===== config.mk =====
export PLATFORM = sky130hd
export DESIGN_NAME = pipe_rca_adder
export DESIGN_NICKNAME = d
export VERILOG_FILES = /design/src/rtl/pipe_rca_adder.sv
export SDC_FILE = /design/constraint.sdc
export NUM_CORES = 1
export LEC_CHECK = 0
export CAP_MARGIN = 15
export CORE_UTILIZATION = 54
export CTS_CLUSTER_SIZE = 12
export DETAILED_ROUTE_END_ITERATION = 16
export PLACE_DENSITY = 0.81
export SLEW_MARGIN = 20
export SYNTH_ARGS = -nofsm -noshare
export SYNTH_HDL_FRONTEND = slang
export SYNTH_SLANG_ARGS = --single-unit

===== constraint.sdc =====
create_clock -name i_clk -period 9.8 [get_ports i_clk]
set_input_delay 2.94 -clock i_clk [delete_from_list [all_inputs] [get_ports i_clk]]
set_output_delay 2.94 -clock i_clk [all_outputs]
set_load 0.01 [all_outputs]

===== src/rtl/pipe_rca_adder.sv =====
// rtl/pipe_rca_adder.sv - pipelined ripple-carry adder/subtractor with valid/ready flow control
// Optional signed-overflow output enabled by defining PIPE_RCA_OVF_EN.
module pipe_rca_adder #(
    parameter int WIDTH  = 51,
    parameter int STAGES = 3
) (
    input  logic             i_clk,
    input  logic             i_rst_n,
    input  logic             i_valid,
    output logic             o_ready,
    input  logic [WIDTH-1:0] i_add_term1,
    input  logic [WIDTH-1:0] i_add_term2,
    input  logic             i_sub,
    output logic             o_valid,
    input  logic             i_ready,
`ifdef PIPE_RCA_OVF_EN
    output logic             o_overflow,
`endif
    output logic [WIDTH:0]   o_result
);

    localparam int CH = (WIDTH + STAGES - 1) / STAGES;

    logic             v_q [STAGES];
    logic             v_d [STAGES];
    logic             c_q [STAGES];
    logic             c_d [STAGES];
    logic [WIDTH-1:0] s_q [STAGES];
    logic [WIDTH-1:0] s_d [STAGES];
    logic [WIDTH-1:0] a_q [STAGES];
    logic [WIDTH-1:0] a_d [STAGES];
    logic [WIDTH-1:0] b_q [STAGES];
    logic [WIDTH-1:0] b_d [STAGES];
`ifdef PIPE_RCA_OVF_EN
    logic             m_q [STAGES];
    logic             m_d [STAGES];
`endif

    logic stall;

    // Ripples only the bits of chunk k; bits outside the chunk pass through untouched.
    // m tracks the carry entering the MSB, captured by whichever stage owns bit WIDTH-1.
    function automatic void add_chunk(
        input  int               k,
        input  logic [WIDTH-1:0] a,
        input  logic [WIDTH-1:0] b,
        input  logic [WIDTH-1:0] s_in,
        input  logic             c_in,
`ifdef PIPE_RCA_OVF_EN
        input  logic             m_in,
        output logic             m_out,
`endif
        output logic [WIDTH-1:0] s_out,
        output logic             c_out
    );
        s_out = s_in;
        c_out = c_in;
`ifdef PIPE_RCA_OVF_EN
        m_out = m_in;
`endif
        for (int i = 0; i < WIDTH; i++) begin
            if (i >= k * CH && i < (k + 1) * CH) begin
`ifdef PIPE_RCA_OVF_EN
                if (i == WIDTH - 1) m_out = c_out;
`endif
                s_out[i] = a[i] ^ b[i] ^ c_out;
                c_out    = (a[i] & b[i]) | (c_out & (a[i] ^ b[i]));
            end
        end
    endfunction

    assign stall   = v_q[STAGES-1] & ~i_ready;
    assign o_ready = i_ready | ~v_q[STAGES-1];

    always_comb begin
        v_d[0] = i_valid;
        a_d[0] = i_add_term1;
        b_d[0] = i_add_term2 ^ {WIDTH{i_sub}};
`ifdef PIPE_RCA_OVF_EN
        add_chunk(0, a_d[0], b_d[0], '0, i_sub, 1'b0, m_d[0], s_d[0], c_d[0]);
`else
        add_chunk(0, a_d[0], b_d[0], '0, i_sub, s_d[0], c_d[0]);
`endif
        for (int k = 1; k < STAGES; k++) begin
            v_d[k] = v_q[k-1];
            a_d[k] = a_q[k-1];
            b_d[k] = b_q[k-1];
`ifdef PIPE_RCA_OVF_EN
            add_chunk(k, a_q[k-1], b_q[k-1], s_q[k-1], c_q[k-1], m_q[k-1], m_d[k], s_d[k], c_d[k]);
`else
            add_chunk(k, a_q[k-1], b_q[k-1], s_q[k-1], c_q[k-1], s_d[k], c_d[k]);
`endif
        end
    end

    // A stall freezes every stage, bubbles included, so ordering and spacing are preserved.
    always_ff @(posedge i_clk or negedge i_rst_n) begin
        if (!i_rst_n) begin
            for (int k = 0; k < STAGES; k++) begin
                v_q[k] <= 1'b0;
                c_q[k] <= 1'b0;
                s_q[k] <= '0;
                a_q[k] <= '0;
                b_q[k] <= '0;
`ifdef PIPE_RCA_OVF_EN
                m_q[k] <= 1'b0;
`endif
            end
        end else if (!stall) begin
            for (int k = 0; k < STAGES; k++) begin
                v_q[k] <= v_d[k];
                c_q[k] <= c_d[k];
                s_q[k] <= s_d[k];
                a_q[k] <= a_d[k];
                b_q[k] <= b_d[k];
`ifdef PIPE_RCA_OVF_EN
                m_q[k] <= m_d[k];
`endif
            end
        end
    end

    assign o_valid  = v_q[STAGES-1];
    assign o_result = {c_q[STAGES-1], s_q[STAGES-1]};
`ifdef PIPE_RCA_OVF_EN
    assign o_overflow = m_q[STAGES-1] ^ c_q[STAGES-1];
`endif

endmodule

==> flow_metrics.env, run 1 <==
export IMPL_status="finished clean"
export IMPL_skew_ns=0.006907
export IMPL_routed_wl_mm=18.47
export IMPL_drv_slew=0
export IMPL_p_clk_frac=0.232
export IMPL_dp_hpwl_mm=12.10
export IMPL_min_period_over_period=0.9737
export IMPL_rsz0062_at_grt="no"
export IMPL_hold_violations=0
export IMPL_ys_warn_count=0
export IMPL_via_per_inst=5.179
export IMPL_synth_cell_type_count=17
export IMPL_fin_crit_ns=9.542
export IMPL_area_growth_pct=24.53
export IMPL_grt_usage=0.2076
export IMPL_end_kind="flip-flop"
export IMPL_fin_nets=923
export IMPL_netlist_instances=608
export IMPL_startpoint_type="input pin"
export IMPL_holdWs_ns=0.4725
export IMPL_ant_nets=0
export IMPL_die_h_um=136.7
export IMPL_holdCritPathClass="flip-flop to flip-flop"
export IMPL_critPathMaxFanout=2
export IMPL_power_leakage_nw=5.262
export IMPL_cts_buffers=22
export IMPL_firstDrtPassIters=4
export IMPL_wl_per_cell_um=18.45
export IMPL_internal_power_w=0.002431
export IMPL_rows=48
export IMPL_cts_sinks=210
export IMPL_finalPower_w=0.003396
export IMPL_seqPwrFrac=0.413
export IMPL_grt_overflow_total=0
export IMPL_reg2reg_from="c_q[1]$_DFFE_PN0N_"
export IMPL_clk_pin_slew_ns=0.06
export IMPL_fin_area_um2=12200
export IMPL_drt_iter0_drc=203
export IMPL_grt_pass1_vias=5871
export IMPL_grt_pass1_wl_mm=30.11
export IMPL_ys_seq_area_frac=0.5364
export IMPL_fmax_mhz=104.8
export IMPL_drv_cap=0
export IMPL_vias=5184
export IMPL_io_pins=161
export IMPL_port_buffers=160
export IMPL_gp_congestion=0.7626
export IMPL_dpl_cell_area_um2=11510
export IMPL_design_core_area_um2=17480
export IMPL_ys_ff_latch=210
export IMPL_worstSetupPathType="input pin to flip-flop"
export IMPL_antenna_diode_count=0
export IMPL_layout_common_cells="dfrtp_1, clkdlybuf4s50_1, mux2_2"
export IMPL_syn_nets=765
export IMPL_drc=0
export IMPL_utilization=0.6981
export IMPL_endpoint="s_d[67]$_DFFE_PN0N_"
export IMPL_r2r_slack_ns=2.23
export IMPL_clock_latency_ns=0.48
export IMPL_setup_violations=0
export IMPL_rr_worst_depth=21
export IMPL_switching_share=0.2843
export IMPL_switchingPower_w=0.0009654
export IMPL_p_per_area_nw_per_um2=278.4
export IMPL_r2r_end="o_result[50]$_DFFE_PN0N_"
export IMPL_layout_commonest_cell="dfrtp_1"
export IMPL_drive_above_1_share=0.3131
export IMPL_cts_tree="done"
export IMPL_cts_root_buf="clkbuf_16"
export IMPL_syn_area_um2=9797
export IMPL_syn_avg_cell_area_um2=16.11
export IMPL_worstSetupStartpoint="i_add_term2[0]"
export IMPL_pwr_share_comb=0.355
export IMPL_cp_required_ns=10.17
export IMPL_worst_ep_arrival_time_ns=9.91
export IMPL_cts_hold_buf=0
export IMPL_tightest_slew_ns=1.068
export IMPL_ctsLongestPathBuffers=3
export IMPL_dieArea_um2=18690
export IMPL_antenna_found_initial=1
export IMPL_place_inst=967
export IMPL_grt_start_max_net_pins=133
export IMPL_htree_levels=1
export IMPL_ir_drop_mv=0.1938
export IMPL_start_util=0.5606
export IMPL_slew_headroom=0.2882
export IMPL_fin_cells=1001
export IMPL_dieWidth_um=136.7
-- sequential cells by signal, summed over array words and instances (netlist names) --
name	cells
a_d	51
b_d	51
c_q	2
o_result	52
o_valid	1
s_d	51
v_d	2
-- cell type report --
cell class | instances | area [um2]
inverters | 32 | 121.4
flip-flops and latches | 210 | 5255
well taps | 225 | 281.5
fillers | 1147 | 5276
clock buffers | 34 | 686.9
multi-input cells | 332 | 4180
repair buffers | 168 | 1675
-- worst min path at each step --
stage / startpoint / endpoint / slack, ns / cells past startpoint
final: v_d[0]$_DFFE_PN0N_ / o_valid$_DFFE_PN0N_ / 0.47 / 1
after global routing: v_d[0]$_DFFE_PN0N_ / o_valid$_DFFE_PN0N_ / 0.50 / 1
after CTS: v_d[0]$_DFFE_PN0N_ / o_valid$_DFFE_PN0N_ / 0.48 / 1
after detailed placement: v_d[0]$_DFFE_PN0N_ / o_valid$_DFFE_PN0N_ / 0.46 / 1
after global placement: v_d[0]$_DFFE_PN0N_ / o_valid$_DFFE_PN0N_ / 0.44 / 1
after floorplan: v_d[0]$_DFFE_PN0N_ / o_valid$_DFFE_PN0N_ / 0.43 / 1
-- power groups by stage --
stage / Clock [W] / Combinational [W] / Sequential, W
5_1_grt: 0.000847 / 0.00132 / 0.00145
3_5_place_dp: 0 / 0.00121 / 0.00142
2_1_floorplan: 0 / 0.000736 / 0.00141
3_3_place_gp: 0 / 0.00117 / 0.00139
4_1_cts: 0.000810 / 0.00123 / 0.00141
6_report: 0.000788 / 0.00121 / 0.00140
-- critical path: stages --
cell and delay (ns):
clkdlybuf4s50_1 0.50, mux2i_1 0.11, fa_2 0.38, fa_2 0.38, fa_2 0.43, fa_2 0.38, fa_2 0.37, fa_2 0.37
fa_2 0.37, fa_2 0.37, fa_2 0.37, fa_1 0.39, inv_1 0.08, fa_1 0.17, inv_1 0.06, fa_2 0.36
fa_2 0.37, fa_2 0.38, fa_2 0.37, inv_2 0.06, fa_1 0.42, mux2_2 0.27
-- per-stage QoR --
| step | setup WS (ns) | TNS [ns] |
|---|---|---|
| after floorplan | 0.05559 | 0 |
| after global placement | -0.1924 | -0.1924 |
| after detailed placement | -0.3077 | -0.3077 |
| after CTS | 0.1869 | 0 |
| after global routing | 0.01756 | 0 |
| final | 0.2581 | 0 |
-- metal layers --
| layer | GRT usage | routed length, um |
|---|---|---|
| met1 | 0.2810 | 8050 |
| met2 | 0.3477 | 9039 |
| met3 | 0.04296 | 1153 |
| met4 | 0.04259 | 210 |
| met5 | 0 | 13 |
-- synth_stat cells (all sizes together) --
library cell | number | share of area
dfrtp | 210 | 0.54
mux2i | 4 | 0.0041
nand2b | 1 | 0.00064
a21oi | 19 | 0.0097
inv | 32 | 0.012
xnor2 | 16 | 0.014
xor2 | 35 | 0.031
nor3b | 19 | 0.015
clkbuf | 3 | 0.0011
nor2b | 1 | 0.00089
mux2 | 187 | 0.25
fa | 50 | 0.10
buf | 31 | 0.027
-- cells by family after synthesis --
| kind of cell | share of synthesized area |
|---|---|
| AO/OA/AOI/OAI | 0.009706 |
| adder cells (fa/ha/maj) | 0.1022 |
| XOR/XNOR | 0.04559 |
| flip-flops | 0.5364 |
| multiplexers | 0.2493 |
| AND/OR/NAND/NOR | 0.01609 |
| buffers and inverters | 0.04074 |
-- timing repair --
item	CTS	global route
endpoints found under the setup margin	0	1
buffers inserted	0	0
gates resized for setup	0	2
No activity file was read; power rests on OpenSTA's default activity.
==> inputs of run 2 (changes only) <==
--- a/config.mk
+++ b/config.mk
@@ -7,6 +7,7 @@
 export LEC_CHECK = 0
 export CAP_MARGIN = 15
 export CORE_UTILIZATION = 54
+export CTS_CLUSTER_DIAMETER = 50
 export CTS_CLUSTER_SIZE = 12
 export DETAILED_ROUTE_END_ITERATION = 16
 export PLACE_DENSITY = 0.81
==> flow_metrics.env, run 2 (synthesis results as in run 1) <==
export IMPL_cp_required_ns=10.17
export IMPL_fmax_mhz=104.5
export IMPL_cts_root_buf="clkbuf_16"
export IMPL_cts_buffers=24
export IMPL_fin_crit_ns=9.570
export IMPL_met1_usage=0.2800
export IMPL_grt_pass1_vias=5875
export IMPL_firstDrtPassIters=4
export IMPL_finalSetupTns_ns=0
export IMPL_slew_headroom=0.2957
export IMPL_area_growth_pct=24.87
export IMPL_min_path_cells=1
export IMPL_port_buffers=160
export IMPL_status="finished clean"
export IMPL_cts_setup_buffers=0
export IMPL_startpoint_type="input pin"
export IMPL_min_period_over_period=0.9765
export IMPL_rr_worst_depth=21
export IMPL_dieWidth_um=136.7
export IMPL_top_usage_layer="met2"
export IMPL_min_to="o_valid$_DFFE_PN0N_"
export IMPL_tightest_slew_ns=1.057
export IMPL_antenna_diode_count=0
export IMPL_cts_sinks=210
export IMPL_design_core_area_um2=17480
export IMPL_start_util=0.5606
export IMPL_clock_latency_ns=0.49
export IMPL_holdCritPathClass="flip-flop to flip-flop"
export IMPL_hold_violations=0
export IMPL_io_pins=161
export IMPL_holdWs_ns=0.4715
export IMPL_worst_ep_arrival_time_ns=9.94
export IMPL_skew_ns=0.008230
export IMPL_drc=0
export IMPL_met2_usage=0.3528
export IMPL_worstHoldStart="v_d[0]$_DFFE_PN0N_"
export IMPL_grt_start_max_net_pins=133
export IMPL_place_inst=967
export IMPL_reg2reg_from="c_q[1]$_DFFE_PN0N_"
export IMPL_r2r_slack_ns=2.23
export IMPL_rows=48
export IMPL_ir_drop_mv=0.1882
export IMPL_met3_usage=0.04185
export IMPL_dieArea_um2=18690
export IMPL_cts_tree="done"
export IMPL_wl_per_cell_um=18.54
export IMPL_dp_hpwl_mm=12.10
export IMPL_critPathMaxFanout=2
export IMPL_grt_overflow_total=0
export IMPL_gp_congestion=0.7626
export IMPL_setup_violations=0
export IMPL_clk_pin_slew_ns=0.06
export IMPL_antenna_found_initial=1
export IMPL_largest_reg_flops=52
export IMPL_grt_pass1_wl_mm=30.33
export IMPL_layout_commonest_cell="dfrtp_1"
export IMPL_layout_common_cells="dfrtp_1, clkdlybuf4s50_1, mux2_2"
export IMPL_ctsLongestPathBuffers=3
export IMPL_r2r_end="o_result[50]$_DFFE_PN0N_"
export IMPL_vias=5205
export IMPL_ant_nets=0
export IMPL_drv_slew=0
export IMPL_die_h_um=136.7
export IMPL_worstSetupPathType="input pin to flip-flop"
export IMPL_routed_wl_mm=18.62
export IMPL_htree_levels=1
export IMPL_rsz0062_at_grt="no"
export IMPL_fillCellCount=1145
export IMPL_drt_iter0_drc=216
export IMPL_p_per_area_nw_per_um2=281.1
export IMPL_drive_above_1_share=0.3145
export IMPL_finalPower_w=0.003439
export IMPL_drv_cap=0
export IMPL_end_kind="flip-flop"
export IMPL_grt_usage=0.2095
export IMPL_power_leakage_nw=5.277
export IMPL_via_per_inst=5.184
export IMPL_fin_nets=925
export IMPL_fin_cells=1004
## run 2: changes by cell type in the layout (fill, tap and decap cells not counted), sizes merged
cell and change:
inv +2, clkbuf -4, clkinv +4, bufinv +1
## run 2: where the power goes
group          switching [W]  internal (W)
registers           0.000208       0.00120
logic               0.000449      0.000761
clock network       0.000334      0.000490
## run 2: cell type report
type                            count  area [um2]  share of cell area
Multi-Input combinational cell    332        4180              0.3417
Clock inverter                      7       75.07            0.006137
Timing Repair Buffer              168        1675              0.1370
Tap cell                          225       281.5             0.02301
Inverter                           32       121.4            0.009921
Sequential cell                   210        5255              0.4296
Clock buffer                       30       644.4             0.05267
## run 2: per-layer routing
layer / routed length, um / vias up
met1: 7977 / 2683
met5: 17 / -
li1: - / 2346
met4: 331 / 2
met2: 9149 / 143
met3: 1140 / 31
## run 2: how the worst max path moves through the flow
stage	from	endpoint
3_3_place_gp	i_add_term2[0]	s_d[67]$_DFFE_PN0N_
6_report	i_add_term2[0]	s_d[67]$_DFFE_PN0N_
5_1_grt	i_add_term2[0]	s_d[67]$_DFFE_PN0N_
3_5_place_dp	i_add_term2[0]	s_d[67]$_DFFE_PN0N_
4_1_cts	i_add_term2[0]	s_d[67]$_DFFE_PN0N_
2_1_floorplan	i_sub	s_d[67]$_DFFE_PN0N_
## run 2: what timing repair did
| action | 4_1_cts | 5_1_grt |
|---|---|---|
| endpoints found under the setup margin | 0 | 1 |
| gates resized for setup | 0 | 2 |
| hold buffers | 0 | 0 |
## run 2: stage by stage
stage               worst slack [ns]  instance area (um2)  utilization
finish                        0.2302                12230       0.7000
global route                 0.02094                12230       0.7000
CTS                           0.1972                12230       0.6998
detailed placement           -0.3077                11510       0.6586
global placement             -0.1924                11510       0.6586
floorplan                    0.05559                 9844            -
## run 2: worst max-delay path: stages
cell	delay, ns
clkdlybuf4s50_1	0.50
mux2i_1	0.11
fa_2	0.38
fa_2	0.38
fa_2	0.43
fa_2	0.38
fa_2	0.37
fa_2	0.38
fa_2	0.37
fa_2	0.37
fa_2	0.37
fa_1	0.39
inv_1	0.09
fa_1	0.17
inv_1	0.06
fa_2	0.36
fa_2	0.37
fa_2	0.38
fa_2	0.38
inv_2	0.07
fa_1	0.42
mux2_2	0.28
==> inputs of run 3 (changes only) <==
--- a/config.mk
+++ b/config.mk
@@ -6,11 +6,10 @@
 export NUM_CORES = 1
 export LEC_CHECK = 0
 export CAP_MARGIN = 15
-export CORE_UTILIZATION = 54
+export CORE_UTILIZATION = 40
 export CTS_CLUSTER_DIAMETER = 50
 export CTS_CLUSTER_SIZE = 12
 export DETAILED_ROUTE_END_ITERATION = 16
-export PLACE_DENSITY = 0.81
 export SLEW_MARGIN = 20
 export SYNTH_ARGS = -nofsm -noshare
 export SYNTH_HDL_FRONTEND = slang
==> flow_metrics.env, run 3 (synthesis results as in run 1) <==
export IMPL_switching_share=0.2845
export IMPL_tightest_slew_ns=0.9181
export IMPL_power_leakage_nw=5.332
export IMPL_die_h_um=158.5
export IMPL_startpoint_type="input pin"
export IMPL_finalPower_w=0.003498
export IMPL_pwr_share_comb=0.338
export IMPL_dieArea_um2=25120
export IMPL_end_kind="flip-flop"
export IMPL_grt_pass1_vias=5864
export IMPL_grt_overflow_total=0
export IMPL_grt_usage=0.1574
export IMPL_place_ws_ns=-0.2795
export IMPL_skew_ns=0.01005
export IMPL_antenna_diode_count=0
export IMPL_fin_nets=928
export IMPL_hold_violations=0
export IMPL_ir_drop_mv=0.1187
export IMPL_drv_slew=0
export IMPL_slew_headroom=0.3879
export IMPL_p_clk_frac=0.264
export IMPL_p_per_area_nw_per_um2=280.6
export IMPL_area_growth_pct=27.25
export IMPL_rsz0062_at_grt="no"
export IMPL_seqPwrFrac=0.399
export IMPL_dp_hpwl_mm=12.15
export IMPL_layout_commonest_cell="dfrtp_1"
export IMPL_setup_violations=0
export IMPL_ctsResizeCount=0
export IMPL_min_period_over_period=0.9760
export IMPL_gp_congestion=0.7491
export IMPL_start_util=0.4125
export IMPL_holdWs_ns=0.4621
export IMPL_port_buffers=160
export IMPL_io_pins=161
export IMPL_via_per_inst=4.739
export IMPL_drc=0
export IMPL_grt_pass1_wl_mm=30.80
export IMPL_critPathMaxFanout=2
export IMPL_ant_nets=0
export IMPL_layout_setup_ws_ns=0.2353
export IMPL_antenna_found_initial=0
export IMPL_wl_per_cell_um=16.89
export IMPL_drive_above_1_share=0.3215
export IMPL_worstSetupPathType="input pin to flip-flop"
export IMPL_holdCritPathClass="flip-flop to flip-flop"
export IMPL_cts_root_buf="clkbuf_16"
export IMPL_clk_pin_slew_ns=0.06
export IMPL_vias=5241
export IMPL_cp_required_ns=10.19
export IMPL_drt_iter0_drc=117
export IMPL_internal_power_w=0.002503
export IMPL_firstDrtPassIters=4
export IMPL_htree_levels=1
export IMPL_fmax_mhz=104.6
export IMPL_layout_common_cells="dfrtp_1, clkdlybuf4s50_1, mux2_2"
export IMPL_fillCellCount=1984
export IMPL_fin_crit_ns=9.565
export IMPL_switchingPower_w=0.0009953
export IMPL_largest_reg_flops=52
export IMPL_cts_buffers=26
export IMPL_grt_start_max_net_pins=133
export IMPL_cts_setup_buffers=0
export IMPL_finalSetupTns_ns=0
export IMPL_dieWidth_um=158.5
export IMPL_design_core_area_um2=23750
export IMPL_ctsLongestPathBuffers=3
export IMPL_rows=56
export IMPL_clock_latency_ns=0.51
export IMPL_routed_wl_mm=18.68
export IMPL_status="finished clean"
export IMPL_drv_cap=0
export IMPL_cts_sinks=210
export IMPL_cts_hold_buf=0
export IMPL_cts_tree="done"
export IMPL_utilization=0.5249
export IMPL_worst_ep_arrival_time_ns=9.95
## run 3: layout make-up
type	instances	area, um2	area share
Clock buffer	30	686.9	0.05510
Clock inverter	14	142.6	0.01144
Inverter	32	121.4	0.009735
Multi-Input combinational cell	332	4178	0.3351
Sequential cell	210	5255	0.4215
Tap cell	319	399.1	0.03202
Timing Repair Buffer	169	1684	0.1351
## run 3: worst paths after layout
| kind | startpoint | to | slack, ns | cells past startpoint |
|---|---|---|---|---|
| worst min register to register | v_d[0]$_DFFE_PN0N_ | o_valid$_DFFE_PN0N_ | 0.46 | 1 |
| worst max-delay path | i_add_term2[0] | s_d[67]$_DFFE_PN0N_ | 0.24 | 22 |
| worst min-delay path | v_d[0]$_DFFE_PN0N_ | o_valid$_DFFE_PN0N_ | 0.46 | 1 |
| worst max register to register | c_q[1]$_DFFE_PN0N_ | o_result[50]$_DFFE_PN0N_ | 2.31 | 21 |
| min in group asynchronous | i_rst_n | s_d[21]$_DFFE_PN0N_ | 2.41 | 1 |
| max in group asynchronous | i_rst_n | b_d[41]$_DFFE_PN0N_ | 6.09 | 2 |
## run 3: layer usage
| metal | routed length [um] | global-route usage | vias to the layer above | share of wire |
|---|---|---|---|---|
| met5 | 0 | 0 | - | 0 |
| met4 | 294 | 0.03709 | 0 | 0.016 |
| met3 | 1168 | 0.03620 | 25 | 0.063 |
| met2 | 8834 | 0.2579 | 127 | 0.47 |
| met1 | 8383 | 0.2120 | 2725 | 0.45 |
| li1 | - | - | 2364 | - |
## run 3: critical path, cell delays in order
cell and delay, ns:
clkdlybuf4s50_1 0.51, mux2i_1 0.12, fa_2 0.38, fa_2 0.38, fa_2 0.38, fa_2 0.39, fa_2 0.38, fa_2 0.37
fa_2 0.37, fa_2 0.37, fa_2 0.37, fa_1 0.40, inv_1 0.08, fa_1 0.17, inv_1 0.06, fa_2 0.37
fa_2 0.38, fa_2 0.37, fa_1 0.38, inv_1 0.08, fa_1 0.41, mux2_2 0.27
## run 3: power groups by stage
| stage | Combinational [W] | Clock [W] | Sequential [W] |
|---|---|---|---|
| after floorplan | 0.000736 | 0 | 0.00141 |
| after global placement | 0.00117 | 0 | 0.00140 |
| after detailed placement | 0.00119 | 0 | 0.00141 |
| after CTS | 0.00121 | 0.000953 | 0.00140 |
| after global routing | 0.00131 | 0.000989 | 0.00144 |
| final | 0.00118 | 0.000922 | 0.00139 |
## run 3: stage by stage
step / instance area [um2] / std cells
after CTS: 12470 / 1106
final: 12470 / 1106
after detailed placement: 11640 / 1062
after global routing: 12470 / 1106
after floorplan: 9844 / 608
after global placement: 11640 / 1062
==> patch 1 (config.mk and constraints of run 2) <==
Add a define of `PIPE_RCA_OVF_EN`.
--- a/src/rtl/pipe_rca_adder.sv
+++ b/src/rtl/pipe_rca_adder.sv
@@ -2,2 +2,4 @@
 // Optional signed-overflow output enabled by defining PIPE_RCA_OVF_EN.
+`define PIPE_RCA_OVF_EN
+
 module pipe_rca_adder #(
Check against the original RTL (old outputs only; new: o_overflow): no difference found for any inputs over 4 cycles, from zero or initial values and one cycle with i_rst_n low; that may be too few to reach the edited logic, so the function may still have changed.
==> patch 1 against run 2 <==
  * Routed wire length fell by 3.8%
  * Total power fell by 7.0%
  * Sequential share of layout area rose by 1.5 points
  * Area after synthesis fell by 2.9%
  * Final area fell by 2.9%
  * Clock skew rose by 0.0038 ns
  * Non-clock buffer count rose by 2
  * Via count fell by 0.54%
  * Sequential cell count rose by 1
  * Worst setup slack improved by 0.048 ns
  * Maximum frequency rose by 0.50%
  * First-iteration DRC count fell by 0.46%
  * Largest cell class unchanged
==> patch 1: results <==
export IMPL_dpl_worst_slack_ns=-0.266
export IMPL_status="finished clean"
export IMPL_cts_made_buffers=22
export IMPL_synthTopCellsByCount="211 x dfrtp_1, 109 x mux2_2, 80 x mux2_1"
export IMPL_routed_via_count=5177
export IMPL_ys_seq_area_share_pct=55.5
export IMPL_met2WireLength_mm=9.16
export IMPL_synth_area_leaders="dfrtp_1 55%, mux2_2 13%, fa_1 11%"
export IMPL_grtUsageMet2_pct=36.7
export IMPL_wl_met1_mm=7.63
export IMPL_synth_cells=610
export IMPL_dp_cells=972
export IMPL_wire_per_inst_um=17.9
export IMPL_fin_skew_ns=0.0120
export IMPL_port_buffers=161
export IMPL_viasPerCell=5.17
export IMPL_use_met3_pct=3.79
export IMPL_first_global_vias=5962
export IMPL_grt_pass1_wl_mm=29.9
export IMPL_r2r_start="a_d[68]"
export IMPL_p_leak_nw=4.94
export IMPL_startpoint="i_add_term1[0]"
export IMPL_grt_antenna_before_repair=0
export IMPL_placed_area_um2=11300
export IMPL_gp_congestion=0.773
export IMPL_relSlewSlack_pct=38.2
export IMPL_first_iter_violations=215
patch 1: cells by family (layout without fill, tap and decap cells):
logic type,after synthesis,count (layout),share of synthesized area [%]
DFF,211,211,55.5
muxes,193,193,22.8
buffers and inverters,66,232,3.84
xor gates and xnor gates,52,52,4.79
adders and majority gates,50,50,10.5
and+or+nand+nor,20,20,1.63
AOI/OAI and AO/OA,18,18,0.947
patch 1: cell type report:
type / instances / area, um2
multi-input combinational: 333 / 3900
fill: 1173 / 5360
tap: 225 / 282
timing repair buffer: 170 / 1680
clock inverter: 4 / 36.3
sequential: 211 / 5280
inverter: 33 / 126
clock buffer: 25 / 572
patch 1: critical path: cells and delay by family:
kind / cells / cell delay, ns
adders and majority gates: 16 / 5.84
buffers and inverters: 4 / 0.72
muxes: 2 / 0.39
patch 1: where the power goes:
group	leakage (nW)	internal, mW	total, mW	switching (mW)
clock network	0.292	0.411	0.723	0.312
logic	2.21	0.643	1.08	0.435
registers	2.44	1.20	1.40	0.195
total	4.94	2.26	3.20	0.942
==> patch 2 (settings of run 2) <==
Without the edit above. Set the parameter `WIDTH` to 55 (it was 51).
--- a/src/rtl/pipe_rca_adder.sv
+++ b/src/rtl/pipe_rca_adder.sv
@@ -3,3 +3,3 @@
 module pipe_rca_adder #(
-    parameter int WIDTH  = 51,
+    parameter int WIDTH  = 55,
     parameter int STAGES = 3
Interface: changed (resized i_add_term1, i_add_term2 and o_result); port bits go from 161 to 173. No check against the original RTL was run, so the function may have changed too.
==> patch 2 against run 2 <==
  * Cell count rose by 6.3%
  * Area after synthesis rose by 5.8%
  * Highest routed layer is now met4
  * Routed wire length rose by 6.0%
  * Worst setup slack got worse by 0.30 ns
  * Register-to-register slack got worse by 0.57 ns
  * Maximum frequency fell by 3.1%
  * Total power rose by 5.7%
  * Largest power group unchanged
  * Final area rose by 6.8%
  * The run now ends with setup timing left
  * Sequential cell count rose by 14
==> patch 2: results <==
export IMPL_r2r_start="c_q[2]"
export IMPL_holdWs_ns=0.456
export IMPL_grtUsageTotal_pct=21.4
export IMPL_muxShareOfSynthArea_pct=24.5
export IMPL_rrSetupSlack_ns=1.66
export IMPL_grt_antenna_before_repair=0
export IMPL_vdd_drop_max_mv=0.163
export IMPL_fin_skew_ns=0.0116
export IMPL_synth_cells=650
export IMPL_first_iter_violations=161
export IMPL_seq_power_mw=1.49
export IMPL_slowest_delay_ns=0.43
export IMPL_arrival_ns=10.25
export IMPL_cts_made_buffers=25
export IMPL_fin_ws_ns=-0.0716
export IMPL_p_switching_mw=1.04
export IMPL_synth_nets=819
export IMPL_port_buffers=172
export IMPL_dpl_worst_slack_ns=-0.959
export IMPL_gp_congestion=0.789
export IMPL_status="finished, violations left"
export IMPL_cts_resized=4
export IMPL_p_clk_share_pct=24.3
export IMPL_grt_pass1_wl_mm=33.5
export IMPL_drive_gt1_share_pct=33.3
export IMPL_violations="setup timing"
export IMPL_dp_hpwl_mm=13.2
export IMPL_synthTopCellsByCount="224 x dfrtp_1, 129 x mux2_2, 70 x mux2_4"
export IMPL_dp_cells=1030
export IMPL_setup_viol=1
export IMPL_fillers=1265
export IMPL_routed_via_count=5571
export IMPL_p_leak_nw=5.66
-- patch 2: changes by cell type in the layout (fill, tap and decap cells not counted), sizes merged, moves of 2 or more --
cell / run 2 / this run
a21oi: 19 / 21
buf: 9 / 13
clkdlybuf4s50: 158 / 166
dfrtp: 210 / 224
fa: 50 / 54
mux2: 187 / 199
nor3b: 19 / 21
xnor2: 16 / 18
xor2: 35 / 37
-- patch 2: worst max-delay path by stage --
stage	to	slack (ns)
4_1_cts	s_d[73]	-0.34
2_1_floorplan	s_d[73]	-0.61
3_3_place_gp	s_d[73]	-0.82
3_5_place_dp	s_d[73]	-0.96
6_report	s_d[73]	-0.07
5_1_grt	s_d[73]	-0.27
-- patch 2: final cells by class --
cell class	count	area share, %
well taps	234	2.24
repair buffers	183	13.9
clock buffers	28	5.10
clock inverters	8	0.766
flip-flops and latches	224	42.9
multi-input cells	356	34.0
inverters	34	1.02
-- patch 2: routing by layer --
metal  track usage, %  wire, um
met1             27.9      8220
met2             37.9     10200
met3             3.53      1030
met4             4.75       293
met5                0         0
